`config.mk`:
```
export PLATFORM = sky130hd
export DESIGN_NAME = load_sequencer
export DESIGN_NICKNAME = d
export VERILOG_FILES = /design/src/rtl/npu_pkg.sv /design/src/rtl/region_counter.sv /design/src/rtl/load_sequencer.sv
export SDC_FILE = /design/constraint.sdc
export NUM_CORES = 1
export LEC_CHECK = 0
export CAP_MARGIN = 20
export CORE_MARGIN = 2
export CORE_UTILIZATION = 43
export DETAILED_ROUTE_END_ITERATION = 7
export PLACE_DENSITY = 0.76
export SYNTH_ARGS = -nofsm -noshare
export SYNTH_HDL_FRONTEND = slang
export SYNTH_HIERARCHICAL = 1
export SYNTH_SLANG_ARGS = --single-unit
```
`constraint.sdc`:
```
create_clock -name clk -period 5 [get_ports clk]
set_input_delay 1 -clock clk [delete_from_list [all_inputs] [get_ports clk]]
set_output_delay 1 -clock clk [all_outputs]
set_load 0.1 [all_outputs]
```
`src/rtl/npu_pkg.sv`:
```
// npu_pkg: shared constants for the NPU load path.
//   REG_*        : wr_sel region codes, also decoded by mem_top
//   *_DEF        : default region sizes (writes per region)
//   state_t      : load sequencer states
//   region_of()  : load state -> region code
//   is_byte_region(): regions carried one byte per host write
package npu_pkg;
    localparam logic [2:0] REG_IMG = 3'd0;
    localparam logic [2:0] REG_C12 = 3'd1;
    localparam logic [2:0] REG_C34 = 3'd2;
    localparam logic [2:0] REG_C5  = 3'd3;
    localparam logic [2:0] REG_D1  = 3'd4;
    localparam logic [2:0] REG_D2  = 3'd5;

    localparam int IMG_WORDS_DEF    = 224;
    localparam int CONV12_BYTES_DEF = 320;
    localparam int CONV34_BYTES_DEF = 9248;
    localparam int CONV5_BYTES_DEF  = 9248;
    localparam int DENSE1_WORDS_DEF = 4103;
    localparam int DENSE2_WORDS_DEF = 98;

    typedef enum logic [2:0] {
        S_IDLE,
        S_IMG,
        S_C12,
        S_C34,
        S_C5,
        S_D1,
        S_D2,
        S_DONE
    } state_t;

    function automatic logic [2:0] region_of(state_t s);
        case (s)
            S_C12:   return REG_C12;
            S_C34:   return REG_C34;
            S_C5:    return REG_C5;
            S_D1:    return REG_D1;
            S_D2:    return REG_D2;
            default: return REG_IMG;
        endcase
    endfunction

    function automatic logic is_byte_region(logic [2:0] r);
        return r == REG_C12 || r == REG_C34 || r == REG_C5;
    endfunction
endpackage

```
`src/rtl/region_counter.sv`:
```
// region_counter: word counter within the current memory region.
//   clk, reset : clock, asynchronous active-low reset
//   clr        : force count to 0 (start of a new load)
//   inc        : count one accepted write; wraps to 0 after the last word
//   len        : number of writes in the current region
//   count      : current region-relative address
//   last       : count is the final word of the region
module region_counter #(
    parameter int W = 14
) (
    input  logic         clk,
    input  logic         reset,
    input  logic         clr,
    input  logic         inc,
    input  logic [W-1:0] len,
    output logic [W-1:0] count,
    output logic         last
);
    assign last = count == len - W'(1);

    always_ff @(posedge clk or negedge reset) begin
        if (!reset)
            count <= '0;
        else if (clr)
            count <= '0;
        else if (inc)
            count <= last ? '0 : count + W'(1);
    end
endmodule

```
`src/rtl/load_sequencer.sv`:
```
// load_sequencer: steers the host write stream into the NPU memory regions
// and gates inference start until a complete model is resident.
//   clk, reset   : clock, asynchronous active-low reset
//   control_reg  : 1 = load, 2 = inference, anything else idle
//   writedata    : host data word, qualified by write
//   wr_en/wr_sel/wr_addr/wr_data : registered memory write port
//   busy         : loading in progress
//   load_done    : complete model resident
//   load_err     : sticky protocol error, cleared when a new load starts
//   start_infer  : one-cycle pulse to the compute controller
module load_sequencer
    import npu_pkg::*;
#(
    parameter int IMG_WORDS    = IMG_WORDS_DEF,
    parameter int CONV12_BYTES = CONV12_BYTES_DEF,
    parameter int CONV34_BYTES = CONV34_BYTES_DEF,
    parameter int CONV5_BYTES  = CONV5_BYTES_DEF,
    parameter int DENSE1_WORDS = DENSE1_WORDS_DEF,
    parameter int DENSE2_WORDS = DENSE2_WORDS_DEF,
    parameter int ADDR_W       = 14
) (
    input  logic              clk,
    input  logic              reset,
    input  logic [31:0]       control_reg,
    input  logic [31:0]       writedata,
    input  logic              write,
    output logic              wr_en,
    output logic [2:0]        wr_sel,
    output logic [ADDR_W-1:0] wr_addr,
    output logic [31:0]       wr_data,
    output logic              busy,
    output logic              load_done,
    output logic              load_err,
    output logic              start_infer
);
    state_t            state, next_state;
    logic [ADDR_W-1:0] cnt, len;
    logic              last, loading, is_load, is_infer, accept, cnt_clr;
    logic              held, held_d, left_load, left_load_d;
    logic              done_d, err_d, start_d;
    logic [2:0]        sel;

    assign is_load  = control_reg == 32'd1;
    assign is_infer = control_reg == 32'd2;
    assign loading  = state != S_IDLE && state != S_DONE;
    // a write in the same cycle the host leaves load mode is dropped
    assign accept   = loading && is_load && write;
    assign sel      = region_of(state);

    always_comb begin
        case (state)
            S_IMG:   len = ADDR_W'(IMG_WORDS);
            S_C12:   len = ADDR_W'(CONV12_BYTES);
            S_C34:   len = ADDR_W'(CONV34_BYTES);
            S_C5:    len = ADDR_W'(CONV5_BYTES);
            S_D1:    len = ADDR_W'(DENSE1_WORDS);
            default: len = ADDR_W'(DENSE2_WORDS);
        endcase
    end

    region_counter #(.W(ADDR_W)) u_cnt (
        .clk   (clk),
        .reset (reset),
        .clr   (cnt_clr),
        .inc   (accept),
        .len   (len),
        .count (cnt),
        .last  (last)
    );

    always_comb begin
        next_state  = state;
        cnt_clr     = 1'b0;
        done_d      = load_done;
        err_d       = load_err;
        start_d     = 1'b0;
        held_d      = 1'b0;
        left_load_d = 1'b0;
        case (state)
            S_IDLE: begin
                if (is_load) begin
                    next_state = S_IMG;
                    cnt_clr    = 1'b1;
                    done_d     = 1'b0;
                    err_d      = 1'b0;
                end else if (write || is_infer) begin
                    err_d = 1'b1;
                end
            end
            S_DONE: begin
                // reload only after the host has released load mode once;
                // held suppresses repeat pulses while control_reg stays 2
                left_load_d = left_load || !is_load;
                held_d      = is_infer;
                start_d     = is_infer && !held;
                if (is_load && left_load) begin
                    next_state = S_IMG;
                    cnt_clr    = 1'b1;
                    done_d     = 1'b0;
                    err_d      = 1'b0;
                end else if (write) begin
                    err_d = 1'b1;
                end
            end
            default: begin
                if (!is_load) begin
                    next_state = S_IDLE;
                    err_d      = 1'b1;
                    done_d     = 1'b0;
                end else if (write && last) begin
                    next_state = state == S_D2 ? S_DONE : state_t'(state + 3'd1);
                    done_d     = state == S_D2;
                end
            end
        endcase
    end

    always_ff @(posedge clk or negedge reset) begin
        if (!reset) begin
            state       <= S_IDLE;
            held        <= 1'b0;
            left_load   <= 1'b0;
            wr_en       <= 1'b0;
            wr_sel      <= '0;
            wr_addr     <= '0;
            wr_data     <= '0;
            busy        <= 1'b0;
            load_done   <= 1'b0;
            load_err    <= 1'b0;
            start_infer <= 1'b0;
        end else begin
            state       <= next_state;
            held        <= held_d;
            left_load   <= left_load_d;
            wr_en       <= accept;
            busy        <= next_state != S_IDLE && next_state != S_DONE;
            load_done   <= done_d;
            load_err    <= err_d;
            start_infer <= start_d;
            if (accept) begin
                wr_sel  <= sel;
                wr_addr <= cnt;
                wr_data <= is_byte_region(sel) ? {24'b0, writedata[7:0]} : writedata;
            end
        end
    end
endmodule
```
==> results of run 1 <==
==> power by group <==
part            total, W  leakage, nW  internal (W)     switching [W]
clock           0.000502        0.106      0.000281          0.000221
combinational  0.0000906         1.43     0.0000538         0.0000368
sequential      0.000590         1.01      0.000590  0.00000000000116
total            0.00118         2.55      0.000924          0.000258
==> cell families after synthesis <==
family | after synthesis
buf+inv | 31
mux | 30
simple gates | 174
fa+ha+maj | 8
xor+xnor | 17
flops | 73
compound gates | 76
other cells | 1
==> layer usage <==
layer | track usage (%) | up-vias | share of wire [%]
met4 | 5.64 | 0 | 1.6
met3 | 5.34 | 12 | 4.0
li1 | - | 1732 | -
met2 | 32.0 | 70 | 50
met1 | 25.0 | 1662 | 45
met5 | 0 | - | 0
==> Yosys cell counts, types with 5 or more instances <==
library cell	count
a21oi_1	8
ha_1	8
xor2_1	7
dfrtp_1	73
inv_1	13
mux2_4	17
nor3_1	12
o21ai_0	8
o21ai_1	30
clkbuf_1	7
nand2_1	64
nor4_4	7
nor2_1	25
nor4_1	15
mux2i_1	5
nand3_1	14
buf_2	7
and3_1	6
xnor2_1	10
mux2_1	6
==> worst max-delay path by stage <==
stage | start | endpoint | cells after the start
2_1_floorplan | state[1] | busy | 19
3_3_place_gp | state[0] | busy | 19
3_5_place_dp | state[1] | busy | 19
4_1_cts | state[0] | busy | 19
5_1_grt | state[0] | busy | 19
6_report | state[0] | busy | 19
==> final cells by class <==
type | count | area, sq um | area share (%)
Clock inverter | 7 | 93.8 | 1.62
Inverter | 13 | 48.8 | 0.840
Clock buffer | 9 | 124 | 2.13
Sequential cell | 73 | 1830 | 31.5
Tap cell | 129 | 161 | 2.78
Timing Repair Buffer | 129 | 1260 | 21.8
Multi-Input combinational cell | 326 | 2290 | 39.4
==> placed cells by master (no fill, tap or decap), drive strengths merged, types with 6 or more instances in the layout <==
master / count
xor2: 7
inv: 14
clkbuf: 9
a21oi: 8
nor3: 12
nor4: 23
buf: 10
and3: 6
o21ai: 38
mux2: 25
conb: 21
nor2: 26
clkdlybuf4s50: 119
nand3: 15
ha: 8
dfrtp: 73
xnor2: 10
nand2: 64
==> through the flow <==
step,area [sq um],hold WS (ps)
6_report,5810,417
4_1_cts,5780,418
5_1_grt,5810,432
3_5_place_dp,5560,406
2_1_floorplan,4240,384
3_3_place_gp,5560,401
==> sequential cells by signal, summed over array words and instances (netlist names) <==
name         count
load_err         1
u_cnt/count     14
wr_sel           3
state            3
wr_en            1
wr_addr         14
held             1
left_load        1
busy             1
start_infer      1
wr_data         32
load_done        1
==> repair_timing <==
| item | 4_1_cts | 5_1_grt |
|---|---|---|
| hold buffers | 0 | 0 |
| setup endpoints to repair | 0 | 2 |
| buffers inserted | 0 | 0 |
| resized for setup | 0 | 10 |
==> critical path, cell delays in order, from the launching register on <==
cell and delay (ps):
dfrtp_2 450, inv_1 130, ha_2 230, nor2b_2 170, or2_2 120, o21ai_0 110, inv_1 80, ha_1 160
or4b_4 470, or4_4 500, a2111oi_4 370, nand3_1 120, or4_4 560, nor2_4 140, nand2_1 130, a21oi_1 140
a2111oi_0 110, o32a_2 360, and2_1 140, mux2i_1 110
==> summary.txt, run 1 <==
Critical path
  – CP max FO: 6
  – CP required: 5270 ps
  – WP data arrival: 4950 ps
  – Reg2reg setup slack: 320 ps
  – CP Capture Type: register
  – Startpoint types: register
  – Worst r2r src: state[0]
  – R2R cell count: 19
  – Reg2reg end: busy
  – WS Path Type: register to register

Power and ir drop
  – Tot Pwr: 0.00118 W
  – Leakage power: 2.55 nW
  – Power Density: 204 nW/um^2
  – Peak supply drop: 0.215 mV

Route
  – DRT iter0 DRCs: 120
  – Via count: 3476
  – Final WL: 9.86 mm
  – Via density per instance: 5.07
  – Pre-Repair DR Iteration Count: 4
  – Routed wire length per instance: 14.4 um
  – # DRC: 0
  – Post-DRT Antenna Nets: 0

Floorplanning
  – Standard-cell row count: 35
  – Core ar.: 9330 sq um
  – Die footprint: 10500 sq um
  – Die extent in x: 102 um
  – Initial Util: 44.7%
  – Die Height: 102 um
  – IO Pins: 121

GRT
  – Pin count of the biggest net entering global routing: 78
  – Initial antenna violation count: 0
  – Gr ovfl total: 0
  – First-pass GRT wire length: 16.1 mm
  – Total GRT Usage: 19.4%
  – Vias in the first global route: 3353

Worst hold path
  – Hold EP: start_infer
  – Hold crit path type: register to register
  – Hold-critical path depth: 1
  – Hold Crit Start: held

Placed design
  – Port Buffers: 120
  – Post-DP HPWL: 7.35 mm
  – Final Wtd Congestion: 0.875
  – Place WS: 120 ps
  – Placed cells: 670

Layout
  – Filler instances: 768
  – Layout cell share with drive strength beyond 1: 13.8%
  – Fin util: 62.3%
  – Finished Layout Cells: 686
  – Area growth syn-to-layout: 39.3%
  – Antenna diode count: 0
  – NumNets Final: 627

Synth
  – Post-synth EDFFs: 0
  – Main synth FF type: dfrtp_1
  – Ys Warns: 6
  – Share of synthesized registers carrying an async set or reset: 100%
  – Yosys cell types: 63
  – XOR/XNOR Fraction of Synth Area: 3.57%
  – Yosys reg bits: 73
  – Post-synthesis compound-gate area fraction: 12.1%
  – Cells after Synth: 410
  – Main combinational cell family by area after synthesis: simple AND/OR/NAND/NOR gates
  – Area contributors post-synth: dfrtp_1 44%, mux2_4 6.1%, nand2_1 5.8%
  – Yosys top cell by area: dfrtp_1
  – Top cell type's share of synthesized area: 43.8%
  – Synthesized area: 4170 sq um
  – Avg Synthesized Cell Area: 10.2 sq um
  – Post-synthesis mux area share: 9.48%
  – Seq/Total Area, Yosys: 43.8%
  – Synth Area in Adders: 2.40%
  – Simple-gate share of the synthesized area: 24.8%

Clocking
  – # H-tree levels: 3
  – Clock slew at reported path FFs: 80 ps
  – Worst-Skew Late Latency: 340 ps
  – Root Buffer: clkbuf_8
  – Total CTS buffers: 9
  – CTS tree: done
  – # clock sinks: 73
  – Clk buf depth: 2

Timing
  – Final setup viols: 0
  – Fin. max-slew vios: 0
  – PnR worst setup slack: 319 ps
  – Final Hold Fails: 0
  – Setup TNS: 0 ps
  – Slew headroom: 31.2%
  – Period utilization: 93.6%
  – Minimum clock period: 4680 ps
  – Clk_skew: 7.93 ps
  – Worst Tran Pin Value: 1030 ps
  – RSZ-0062 raised after global routing: no
  – Fmax: 214 MHz

Flow run
  – Max_cap viols: 0

Outcome
  – Run status: complete, no violations
No activity file was read; power rests on OpenSTA's default activity.
==> run 2: changes to the inputs <==
--- a/config.mk
+++ b/config.mk
@@ -10,6 +10,7 @@
 export CORE_UTILIZATION = 43
 export DETAILED_ROUTE_END_ITERATION = 7
 export PLACE_DENSITY = 0.76
+export SLEW_MARGIN = 10
 export SYNTH_ARGS = -nofsm -noshare
 export SYNTH_HDL_FRONTEND = slang
 export SYNTH_HIERARCHICAL = 1
==> results of run 2 <==
The final DEF is identical to that of run 1; final timing and power are the same.
